## src/rtl/lsu_fault_report_pkg.sv

```systemverilog
// Shared LSU fault-report types: FSM state, mcause codes and the dc2 fault packet.
package lsu_fault_report_pkg;

  typedef enum logic [0:0] {
    FLT_IDLE   = 1'b0,
    FLT_REPORT = 1'b1
  } lsu_fault_state_e;

  localparam logic [3:0] CAUSE_LD_MISALIGN = 4'd4;
  localparam logic [3:0] CAUSE_LD_ACCESS   = 4'd5;
  localparam logic [3:0] CAUSE_ST_MISALIGN = 4'd6;
  localparam logic [3:0] CAUSE_ST_ACCESS   = 4'd7;

  // Address field is sized for the widest supported LSU address; narrower
  // configurations zero-extend, leaving the upper bits constant.
  localparam int unsigned LSU_FAULT_ADDR_MAX_W = 64;

  typedef struct packed {
    logic                            valid;
    logic [3:0]                      cause;
    logic [LSU_FAULT_ADDR_MAX_W-1:0] addr;
  } lsu_fault_pkt_t;

endpackage

```

## src/rtl/lsu_fault_cause_enc.sv

```systemverilog
// dc1 mcause encoder: load/store x misaligned/access, access fault wins.
module lsu_fault_cause_enc
  import lsu_fault_report_pkg::*;
(
  input  logic       store_i,
  input  logic       access_i,
  output logic [3:0] cause_o
);

  // Misaligned is the fallback code; it is only consumed when a fault is present.
  always_comb begin
    cause_o = CAUSE_LD_MISALIGN;
    if (store_i) cause_o = access_i ? CAUSE_ST_ACCESS : CAUSE_ST_MISALIGN;
    else         cause_o = access_i ? CAUSE_LD_ACCESS : CAUSE_LD_MISALIGN;
  end

endmodule

```

## src/rtl/rvdff.sv

```systemverilog
// Reset flop cells: plain (rvdff) and load-enabled (rvdffs), async active-low reset.
module rvdff #(
  parameter int WIDTH = 1
) (
  input  logic [WIDTH-1:0] din,
  input  logic             clk,
  input  logic             rst_l,
  output logic [WIDTH-1:0] dout
);

  // Register din every edge; clear asynchronously on reset.
  always_ff @(posedge clk or negedge rst_l) begin
    if (!rst_l) dout <= '0;
    else        dout <= din;
  end

endmodule

module rvdffs #(
  parameter int WIDTH = 1
) (
  input  logic [WIDTH-1:0] din,
  input  logic             en,
  input  logic             clk,
  input  logic             rst_l,
  output logic [WIDTH-1:0] dout
);

  logic [WIDTH-1:0] din_sel;

  assign din_sel = en ? din : dout;

  rvdff #(.WIDTH(WIDTH)) u_ff (
    .din   (din_sel),
    .clk   (clk),
    .rst_l (rst_l),
    .dout  (dout)
  );

endmodule

```

## src/rtl/lsu_fault_report.sv

```systemverilog
// LSU fault report: captures dc1 address faults into dc2, then holds a stable
// cause/address report for the TLU until acknowledged or flushed.
// Optional taken-fault counter enabled by the macro RV_LSU_FAULT_CNT_EN.
module lsu_fault_report
  import lsu_fault_report_pkg::*;
#(
  parameter int ADDR_W = 32,
  parameter int CNT_W  = 16
) (
  input  logic              clk,
  input  logic              rst_l,
  input  logic              lsu_pkt_valid_dc1,
  input  logic              lsu_pkt_store_dc1,
  input  logic              access_fault_dc1,
  input  logic              misaligned_fault_dc1,
  input  logic [ADDR_W-1:0] start_addr_dc1,
  input  logic              lsu_freeze_dc2,
  input  logic              flush_dc2,
  input  logic              flush_dc3,
  input  logic              tlu_fault_ack,
  output logic              lsu_fault_valid_dc3,
  output logic [3:0]        lsu_fault_cause_dc3,
  output logic [ADDR_W-1:0] lsu_fault_addr_dc3,
  output logic              lsu_fault_busy,
`ifdef RV_LSU_FAULT_CNT_EN
  output logic [CNT_W-1:0]  lsu_fault_cnt,
`endif
  input  logic              scan_mode
);

  localparam int RPT_W = 4 + ADDR_W;

  logic             fault_dc1;
  logic [3:0]       cause_dc1;
  lsu_fault_pkt_t   dc2_d, dc2_q;
  logic             dc2_en;
  logic             take_dc2;
  logic             rpt_ld;
  logic [RPT_W-1:0] rpt_d, rpt_q;
  logic [0:0]       state_raw;
  lsu_fault_state_e state_d, state_q;
  logic             unused_bits;

  lsu_fault_cause_enc u_cause_enc (
    .store_i  (lsu_pkt_store_dc1),
    .access_i (access_fault_dc1),
    .cause_o  (cause_dc1)
  );

  // New faults are only accepted while nothing is in flight; upstream stalls on busy.
  assign fault_dc1 = lsu_pkt_valid_dc1 & (access_fault_dc1 | misaligned_fault_dc1)
                   & ~lsu_fault_busy;

  // dc2 next value: flush kills the valid bit; freeze holds unless flushed.
  always_comb begin
    dc2_d.valid = fault_dc1 & ~flush_dc2;
    dc2_d.cause = cause_dc1;
    dc2_d.addr  = LSU_FAULT_ADDR_MAX_W'(start_addr_dc1);
  end

  assign dc2_en = ~lsu_freeze_dc2 | flush_dc2;

  rvdffs #(.WIDTH($bits(lsu_fault_pkt_t))) u_dc2 (
    .din   (dc2_d),
    .en    (dc2_en),
    .clk   (clk),
    .rst_l (rst_l),
    .dout  (dc2_q)
  );

  // A dc2 fault moves into the report only when dc2 is free to advance.
  assign take_dc2 = dc2_q.valid & ~flush_dc2 & ~lsu_freeze_dc2 & ~flush_dc3;

  // Report registers load on IDLE entry, or on ack when a follow-on fault is ready.
  assign rpt_ld = take_dc2 & ((state_q == FLT_IDLE) | tlu_fault_ack);
  assign rpt_d  = {dc2_q.cause, dc2_q.addr[ADDR_W-1:0]};

  rvdffs #(.WIDTH(RPT_W)) u_rpt (
    .din   (rpt_d),
    .en    (rpt_ld),
    .clk   (clk),
    .rst_l (rst_l),
    .dout  (rpt_q)
  );

  // FSM state register.
  rvdff #(.WIDTH(1)) u_state (
    .din   (state_d),
    .clk   (clk),
    .rst_l (rst_l),
    .dout  (state_raw)
  );

  assign state_q = lsu_fault_state_e'(state_raw);

  // FSM next state: report on a taken dc2 fault; leave on ack or dc3 flush.
  always_comb begin
    state_d = state_q;
    case (state_q)
      FLT_IDLE:   if (take_dc2) state_d = FLT_REPORT;
      FLT_REPORT: if (tlu_fault_ack | flush_dc3) state_d = take_dc2 ? FLT_REPORT : FLT_IDLE;
    endcase
  end

  // FSM outputs: report valid in REPORT; busy while anything is pending.
  always_comb begin
    lsu_fault_valid_dc3 = (state_q == FLT_REPORT);
    lsu_fault_busy      = (state_q == FLT_REPORT) | dc2_q.valid;
  end

  assign lsu_fault_cause_dc3 = rpt_q[RPT_W-1 -: 4];
  assign lsu_fault_addr_dc3  = rpt_q[ADDR_W-1:0];

`ifdef RV_LSU_FAULT_CNT_EN
  logic [CNT_W-1:0] cnt_d, cnt_q;

  // Count reports taken by the TLU (ack with or without flush), saturating.
  always_comb begin
    cnt_d = cnt_q;
    if ((state_q == FLT_REPORT) && tlu_fault_ack && (cnt_q != '1)) cnt_d = cnt_q + CNT_W'(1);
  end

  rvdff #(.WIDTH(CNT_W)) u_cnt (
    .din   (cnt_d),
    .clk   (clk),
    .rst_l (rst_l),
    .dout  (cnt_q)
  );

  assign lsu_fault_cnt = cnt_q;
`else
  localparam int unused_cnt_w = CNT_W;
`endif

  // scan_mode has no functional effect; upper address bits are constant zero.
  assign unused_bits = ^{scan_mode, dc2_q.addr};

endmodule

```

## config.mk

```make
export PLATFORM = sky130hd
export DESIGN_NAME = lsu_fault_report
export DESIGN_NICKNAME = d
export VERILOG_FILES = /design/src/rtl/lsu_fault_report_pkg.sv /design/src/rtl/lsu_fault_cause_enc.sv /design/src/rtl/rvdff.sv /design/src/rtl/lsu_fault_report.sv
export SDC_FILE = /design/constraint.sdc
export NUM_CORES = 1
export LEC_CHECK = 0
export ABC_AREA = 1
export CORE_MARGIN = 3
export CORE_UTILIZATION = 51
export CTS_BUF_LIST = sky130_fd_sc_hd__clkbuf_8 sky130_fd_sc_hd__clkbuf_16
export DETAILED_ROUTE_END_ITERATION = 8
export GPL_ROUTABILITY_DRIVEN = 0
export GPL_TIMING_DRIVEN = 0
export PLACE_DENSITY = 0.85
export RECOVER_POWER = 25
export SYNTH_ARGS = -nofsm -noshare
export SYNTH_HDL_FRONTEND = slang
export SYNTH_SLANG_ARGS = --single-unit
```

## constraint.sdc

```tcl
create_clock -name clk -period 3.3 [get_ports clk]
set_clock_uncertainty 0.2 [all_clocks]
set_input_delay 0.33 -clock clk [delete_from_list [all_inputs] [get_ports clk]]
set_output_delay 0.33 -clock clk [all_outputs]
set_load 0.03 [all_outputs]
```

---- After elaboration in Yosys (flattened, before gate mapping) ----
Index checks and enable logic that the tools add are counted.
W data, S select, Z words.
operators by class
  shifts and indexed selects .............. 0
  add/sub/neg operators ................... 0
  reductions and logical operators ........ 0
  bitwise gates (word level) .............. 17
  eq/ne operators ......................... 0
  muxes and demuxes ....................... 6
  div/mod/pow operators ................... 0
  $lt $le $gt $ge ......................... 0
  $mul .................................... 0
operators with widths
  cell           count
  $and A1 B1 Y1  7
  $not A1 Y1     5
  $or A1 B1 Y1   5
  $mux W1        4
  $mux W4        1
  $pmux W1 S2    1
storage, ports and cells
  ROM bits ................................ 0
  flip-flop bits (word level) ............. 74
  latch bits .............................. 0
  memory bits (writable) .................. 0
  input bits .............................. 43
  memories ................................ 0

---- Longest topological paths before layout ----
Gate-level depths: netlist of run 1.
  depth in word-level cells ............... 7
  depth in mapped cells ................... 7

---- Hierarchy ----
A second synthesis of run 1 with hierarchy kept.
unflattened totals
  cells, all modules ...................... 467
  area, all modules ....................... 4160.2 um^2
modules (own cells, without submodules)
  module               cells each  instances  seq. area each (um^2)  area each (um^2)
  rvdff at u_dc2.u_ff  69          1          1726.7                 1726.7
  rvdff at u_rpt.u_ff  36          1          900.9                  900.9
  rvdffs at u_dc2      223         1          0.0                    882.1
  rvdffs at u_rpt      116         1          0.0                    518.0
  lsu_fault_report     16          1          0.0                    70.1
  lsu_fault_cause_enc  6           1          0.0                    37.5
  rvdff at u_state     1           1          25.0                   25.0

---- Worst setup path before layout of run 1 ----
OpenSTA, ideal clock, no wires.
  path type ............................... reg2reg
  start ................................... reg u_state.dout
  end ..................................... reg u_rpt.u_ff.dout[10]
  stages on the path, launching flop included .. 6
  slack ................................... 1.830 ns
  buffers on the path ..................... 1
  arrival ................................. 1.152 ns
  data required time ...................... 2.982 ns
  period minus slack after synthesis ...... 1.470 ns
  path through ............................ dfrtp_1 -> a21oi_4 -> nand2_4 -> buf_6 -> nand2_1 -> nand2_1
on the way
  longest elaborated chain between the ends .. 3
ends and longest elaborated chain
  what                    line                    RTL
  from (decl)             rvdff.sv:8              output logic [WIDTH-1:0] dout
  from (signal assigned)  rvdff.sv:14             else dout <= din;
  $not A1 Y1              lsu_fault_report.sv:75  assign rpt_ld = take_dc2 & ((state_q == FLT_IDLE) | tlu_fault_ack);
  $or A1 B1 Y1            lsu_fault_report.sv:75
  $and A1 B1 Y1           lsu_fault_report.sv:75
  to (signal assigned)    rvdff.sv:14
  to (decl)               rvdff.sv:8
Every way passes these cells.
A chain may end at the register's enable or synchronous reset.

---- Worst setup path after layout of run 1 ----
  start ................................... in lsu_freeze_dc2
  end ..................................... reg u_rpt.u_ff.dout[6]
on the way
  longest elaborated chain between the ends .. 4
ends and longest elaborated chain
  what                        line                    RTL
  from (decl)                 lsu_fault_report.sv:17  input logic lsu_freeze_dc2,
  $not A1 Y1                  lsu_fault_report.sv:72  assign take_dc2 = dc2_q.valid & ~flush_dc2 & ~lsu_freeze_dc2 & ~flush_dc3;
  $and A1 B1 Y1 (2 in a row)  lsu_fault_report.sv:72
  $and A1 B1 Y1               lsu_fault_report.sv:75
Every way passes these cells.

==> impl_metrics.json, run 1 <==
{
  "drive_above_1_share_pct": 7.99,
  "regToRegEndpoint": "u_rpt.u_ff.dout[6]",
  "cts_buffer_depth": 2,
  "tritoncts": "built",
  "hold_viol_final": 0,
  "min_to": "u_rpt.u_ff.dout[8]",
  "worstPathCellList": "dlygate4sd3_1 -> inv_1 -> nand2_2 -> nor2_1 -> nand2_1 -> buf_6 -> nand2_1 -> nand2_1",
  "grt_remaining_overflow": 0,
  "dp_slack_ns": 1.36,
  "wire_per_inst_um": 13.3,
  "ios": 81,
  "crit_slowest_cell": "nor2_1",
  "max-slew-margin-rel_pct": -13.3,
  "die_w_um": 80.9,
  "grt.met3_usage_pct": 3.77,
  "area_delta_synth_final_pct": 36.7,
  "fp.dieArea_mm2": 0.00654,
  "seq_area_frac_synth_pct": 63.0,
  "clk_latency_ns": 0.34,
  "multi_input_area_um2": 901,
  "met2_usage_pct": 36.5,
  "setup_violations": 0,
  "fill_cells": 397,
  "violations": "max-capacitance violations, max-slew violations",
  "fin_crit_sh_pct": 70.7,
  "drc": 0,
  "die_h_um": 80.9,
  "coreArea_mm2": 0.00527,
  "cp_data_arrival_time_ns": 2.36,
  "p_total_mw": 2.49,
  "detail_route.first_pass.iterations": 4,
  "cp-start-kind": "primary input",
  "ys_seq_elements": 72,
  "netlist-cell-type-count": 17,
  "syn_inst": 318,
  "grt_pass1_wl_mm": 10.3,
  "synth_nets": 361,
  "fin_nets": 451,
  "powerDensity_mw_per_mm2": 637,
  "grt_busiest_layer": "met2",
  "reg2reg_from": "u_dc2.u_ff.dout[68]",
  "final_common_cell": "nand2_1",
  "gr-usage-all-layers_pct": 21.1,
  "finalWirelength_mm": 6.41,
  "dp_cells": 466,
  "port_buffers": 78,
  "p_leak_nw": 2.02,
  "hold_ws_ns": 0.270,
  "criticalPathCategory": "in -> reg",
  "rows": 26,
  "fmax_ghz": 0.428,
  "grt_max_degree": 73,
  "rsz0062_at_grt": "no",
  "cts_root_buf": "clkbuf_8",
  "initial_core_util_pct": 54.3,
  "holdPathStages": 2,
  "post_cts_buffers": 0,
  "hold_start": "u_rpt.u_ff.dout[8]",
  "vias": 2372,
  "clock-sinks": 72,
  "htreeDepth": 3,
  "cts_buffers": 9,
  "place_hpwl_mm": 4.40,
  "cap_violations": 1,
  "rrSetupSlack_ns": 1.23,
  "setup-tns-final_ns": 0,
  "r2r_cells": 6,
  "worst_setup_path_end_kind": "register",
  "fin_cells": 483,
  "viasPerCell": 4.91,
  "syn_avg_cell_area_um2": 8.99,
  "path_common_cell": "nand2_1",
  "place_area_mm2": 0.00373,
  "drt_iter0_markers": 136,
  "final_util_pct": 74.2,
  "ys.warnings.count": 0,
  "use_met1_pct": 25.5,
  "synth_area_mm2": 0.00286,
  "ant_nets": 0,
  "diodes": 0,
  "crit_required_ns": 3.33,
  "fin_crit_ns": 2.33,
  "antenna_found_initial": 0,
  "finalMaxSlewViolations": 73,
  "postLayoutCellArea_mm2": 0.00391,
  "ctsResizeCount": 0,
  "status": "finished, violations left",
  "final_cell_mix": "177 x nand2_1, 76 x clkdlybuf4s50_1, 72 x dfrtp_1, 35 x nand3_1, 11 x clkbuf_8",
  "clk_pin_slew_ns": 0.07,
  "setup_slack_ns": 0.966,
  "hold_path.class": "reg -> reg",
  "grt_pass1_vias": 2294,
  "slowest_delay_ns": 0.56,
  "tightest_slew_ns": 1.70,
  "ir_drop_uv": 342,
  "path_max_fanout": 10,
  "regArea_mm2": 0.00180,
  "postCtsHoldBufs": 1
}
[power breakdown]
group	total (mW)	internal (mW)	leakage, nW	switching (mW)
logic	0.697	0.293	1.01	0.405
registers	1.11	1.03	0.896	0.0781
clock network	0.688	0.383	0.112	0.305
[worst max-delay path, delay by kind of cell]
family                 cells  cell delay (ns)
buffers and inverters      3             0.88
and+or+nand+nor            5             1.14
[synthesized netlist by cell type]
library cell / count / area (µm²)
or2_2: 1 / 6.26
a21oi_1: 1 / 5.00
nand2_2: 1 / 6.26
conb_1: 1 / 3.75
nand3_1: 35 / 175
dfrtp_1: 72 / 1800
inv_1: 5 / 18.8
a21oi_4: 1 / 16.3
nor2_1: 3 / 11.3
nor2_4: 2 / 22.5
buf_6: 3 / 33.8
nand2_4: 1 / 11.3
nand2_1: 176 / 661
buf_2: 9 / 45.0
inv_2: 2 / 7.51
buf_4: 4 / 30.0
o21ai_0: 1 / 5.00
[cell families after synthesis]
family          synth area share (%)
simple gates                    31.2
flops                           63.0
buf+inv                         4.72
compound gates                 0.918
other cells                    0.131
[per-layer routing]
layer / routed length, µm / up-vias
met5: 0 / -
met4: 137 / 0
met3: 335 / 15
met2: 3240 / 88
met1: 2700 / 1107
li1: - / 1162
[sequential cells by signal, summed over array words and instances (netlist names)]
register,flops
u_dc2.u_ff.dout,36
u_rpt.u_ff.dout,35
u_state.dout,1
[area by class of cell]
cell class                 instances  share of cell area (%)
clock inverter                     5                    1.22
timing repair buffer              79                    20.1
buffer                            16                    2.75
clock buffer                      11                    3.87
tap                               70                    2.24
sequential                        72                    46.1
multi-input combinational        223                    23.0
inverter                           7                   0.672
[worst max-delay path by stage]
stage                   startpoint             endpoint
floorplan             u_state.dout  u_rpt.u_ff.dout[10]
CTS                   u_state.dout       lsu_fault_busy
detailed placement  lsu_freeze_dc2  u_rpt.u_ff.dout[29]
global placement             rst_l  u_rpt.u_ff.dout[13]
global route                 rst_l  u_dc2.u_ff.dout[64]
finish              lsu_freeze_dc2   u_rpt.u_ff.dout[6]
(Power assumes the default switching activity.)
==> inputs of run 2 (changes only) <==
CORE_UTILIZATION = 43   (was 51)
PLACE_DENSITY = 0.76   (was 0.85)
clock period = 1.9 ns   (was 3.3 ns; I/O delays follow)
==> impl_metrics.json, run 2 (synthesized netlist as in run 1, its figures left out) <==
{
  "cts_root_buf": "clkbuf_8",
  "die_h_um": 87.6,
  "rrSetupSlack_ns": 0.23,
  "worst_setup_path_end_kind": "output pin",
  "place_hpwl_mm": 4.46,
  "fmax_ghz": 0.564,
  "initial_core_util_pct": 44.8,
  "cap_violations": 0,
  "setup-tns-final_ns": 0,
  "cp_data_arrival_time_ns": 1.38,
  "grt_pass1_vias": 2314,
  "reg2reg_from": "u_dc2.u_ff.dout[68]",
  "final_cell_mix": "176 x nand2_1, 75 x clkdlybuf4s50_1, 72 x dfrtp_1, 35 x nand3_1, 12 x clkbuf_8",
  "cp-start-kind": "register",
  "gr-usage-all-layers_pct": 17.5,
  "hold_viol_final": 0,
  "finalMaxSlewViolations": 0,
  "cp_num_buf_inv": 1,
  "vias": 2321,
  "ios": 81,
  "fin_crit_sh_pct": 93.4,
  "finalWirelength_mm": 6.22,
  "crit_path_start": "u_rpt.u_ff.dout[19]",
  "min_to": "u_dc2.u_ff.dout[30]",
  "place_area_mm2": 0.00373,
  "port_buffers": 78,
  "setup_violations": 0,
  "cts_buffer_depth": 2,
  "area_delta_synth_final_pct": 37.0,
  "p_leak_nw": 2.04,
  "hold_start": "start_addr_dc1[30]",
  "diodes": 0,
  "drt_iter0_markers": 103,
  "tritoncts": "built",
  "grt_pass1_wl_mm": 10.4,
  "coreArea_mm2": 0.00639,
  "fp.dieArea_mm2": 0.00767,
  "fin_nets": 451,
  "hold_path.class": "in -> reg",
  "slowest_delay_ns": 0.69,
  "reg_top3": "u_dc2.u_ff.dout: 36 flops, u_rpt.u_ff.dout: 35 flops, u_state.dout: 1 flops",
  "htreeDepth": 3,
  "worstPathCellList": "clkdlybuf4s50_1",
  "powerDensity_mw_per_mm2": 1080,
  "drive_above_1_share_pct": 9.20,
  "cts_buffers": 9,
  "final_common_cell": "nand2_1",
  "grt_remaining_overflow": 0,
  "clk_latency_ns": 0.33,
  "postLayoutCellArea_mm2": 0.00392,
  "clk_pin_slew_ns": 0.07,
  "largest_reg_flops": 36,
  "crit_slowest_cell": "clkdlybuf4s50_1",
  "dp_cells": 473,
  "tightest_slew_ns": 0.944,
  "fin_cells": 490,
  "regToRegEndpoint": "u_rpt.u_ff.dout[21]",
  "ant_nets": 0,
  "r2r_cells": 6,
  "grt_max_degree": 73,
  "path_max_fanout": 2,
  "post_cts_buffers": 0,
  "drc": 0,
  "regMostFlops": "u_dc2.u_ff.dout",
  "status": "finished, final reports clean",
  "viasPerCell": 4.74,
  "rows": 29,
  "fin_crit_ns": 1.77,
  "die_w_um": 87.6,
  "path_delay_family": "buffers and inverters",
  "max-slew-margin-rel_pct": 37.1,
  "rsz0062_at_grt": "no",
  "clock-sinks": 72,
  "detail_route.first_pass.iterations": 4,
  "wire_per_inst_um": 12.7,
  "setup_slack_ns": 0.125,
  "holdPathStages": 3,
  "criticalPathCategory": "reg -> out",
  "antenna_found_initial": 0,
  "ir_drop_uv": 588,
  "crit_required_ns": 1.51,
  "dp_slack_ns": 0.0624
}
## run 2: cell types whose count changed in the layout (fill, tap and decap cells not counted), sizes merged
cell	change
dlygate4sd3	-1
clkdlybuf4s50	-1
dlygate4sd2	+1
clkbuf	+1
dlymetal6s2s	+1
bufinv	-1
inv	-1
clkinv	+1
## run 2: worst max path at each step
stage          slack [ns]                     end  depth (start not counted)
2_1_floorplan        0.43     u_rpt.u_ff.dout[10]                          5
3_3_place_gp        -1.95     u_rpt.u_ff.dout[13]                          1
3_5_place_dp         0.06     u_rpt.u_ff.dout[25]                          6
4_1_cts              0.03     lsu_fault_valid_dc3                          1
5_1_grt              0.04      u_dc2.u_ff.dout[6]                          7
6_report             0.13  lsu_fault_addr_dc3[19]                          1
## run 2: power by group
group | switching, mW | internal, mW
Sequential | 0.143 | 1.79
Clock | 0.527 | 0.570
Combinational | 0.692 | 0.508
## run 2: what timing repair did
item | 4_1_cts | 5_1_grt
endpoints found under the setup margin | 1 | 1
resized for setup | 1 | 1
hold endpoints to repair | 72 | 0
cloned | 0 | 0
hold buffers | 1 | 0
## run 2: worst min-delay path, cell delays in order
cell             delay, ns
clkdlybuf4s50_1       0.39
nand2_1               0.06
nand2_1               0.04
## run 2: final cells by class
class,count,area (µm²)
Fill cell,587,2470
Sequential cell,72,1800
Multi-Input combinational cell,223,911
Timing Repair Buffer,79,790
Clock buffer,12,165
Buffer,16,109
Tap cell,77,96.3
Inverter,7,26.3
Clock inverter,4,18.8
## run 2: through the flow
stage                     hold WS (ns)  power (mW)  util [%]
after floorplan                 -0.306        2.58         -
after detailed placement         0.172        3.17      58.5
after global placement           0.253        3.15      58.5
final                            0.182        4.23      61.3
after global routing             0.188        4.45      61.3
after CTS                        0.174        4.27      61.5
## run 2: per-layer routing
layer  global-route usage [%]  part of all wire [%]  vias to the layer above
met4                     7.53                   1.5                        0
met1                     23.2                    44                     1087
met2                     28.2                    49                       61
met3                     3.20                   5.4                        8
li1                         -                     -                     1165
met5                        0                     0                        -
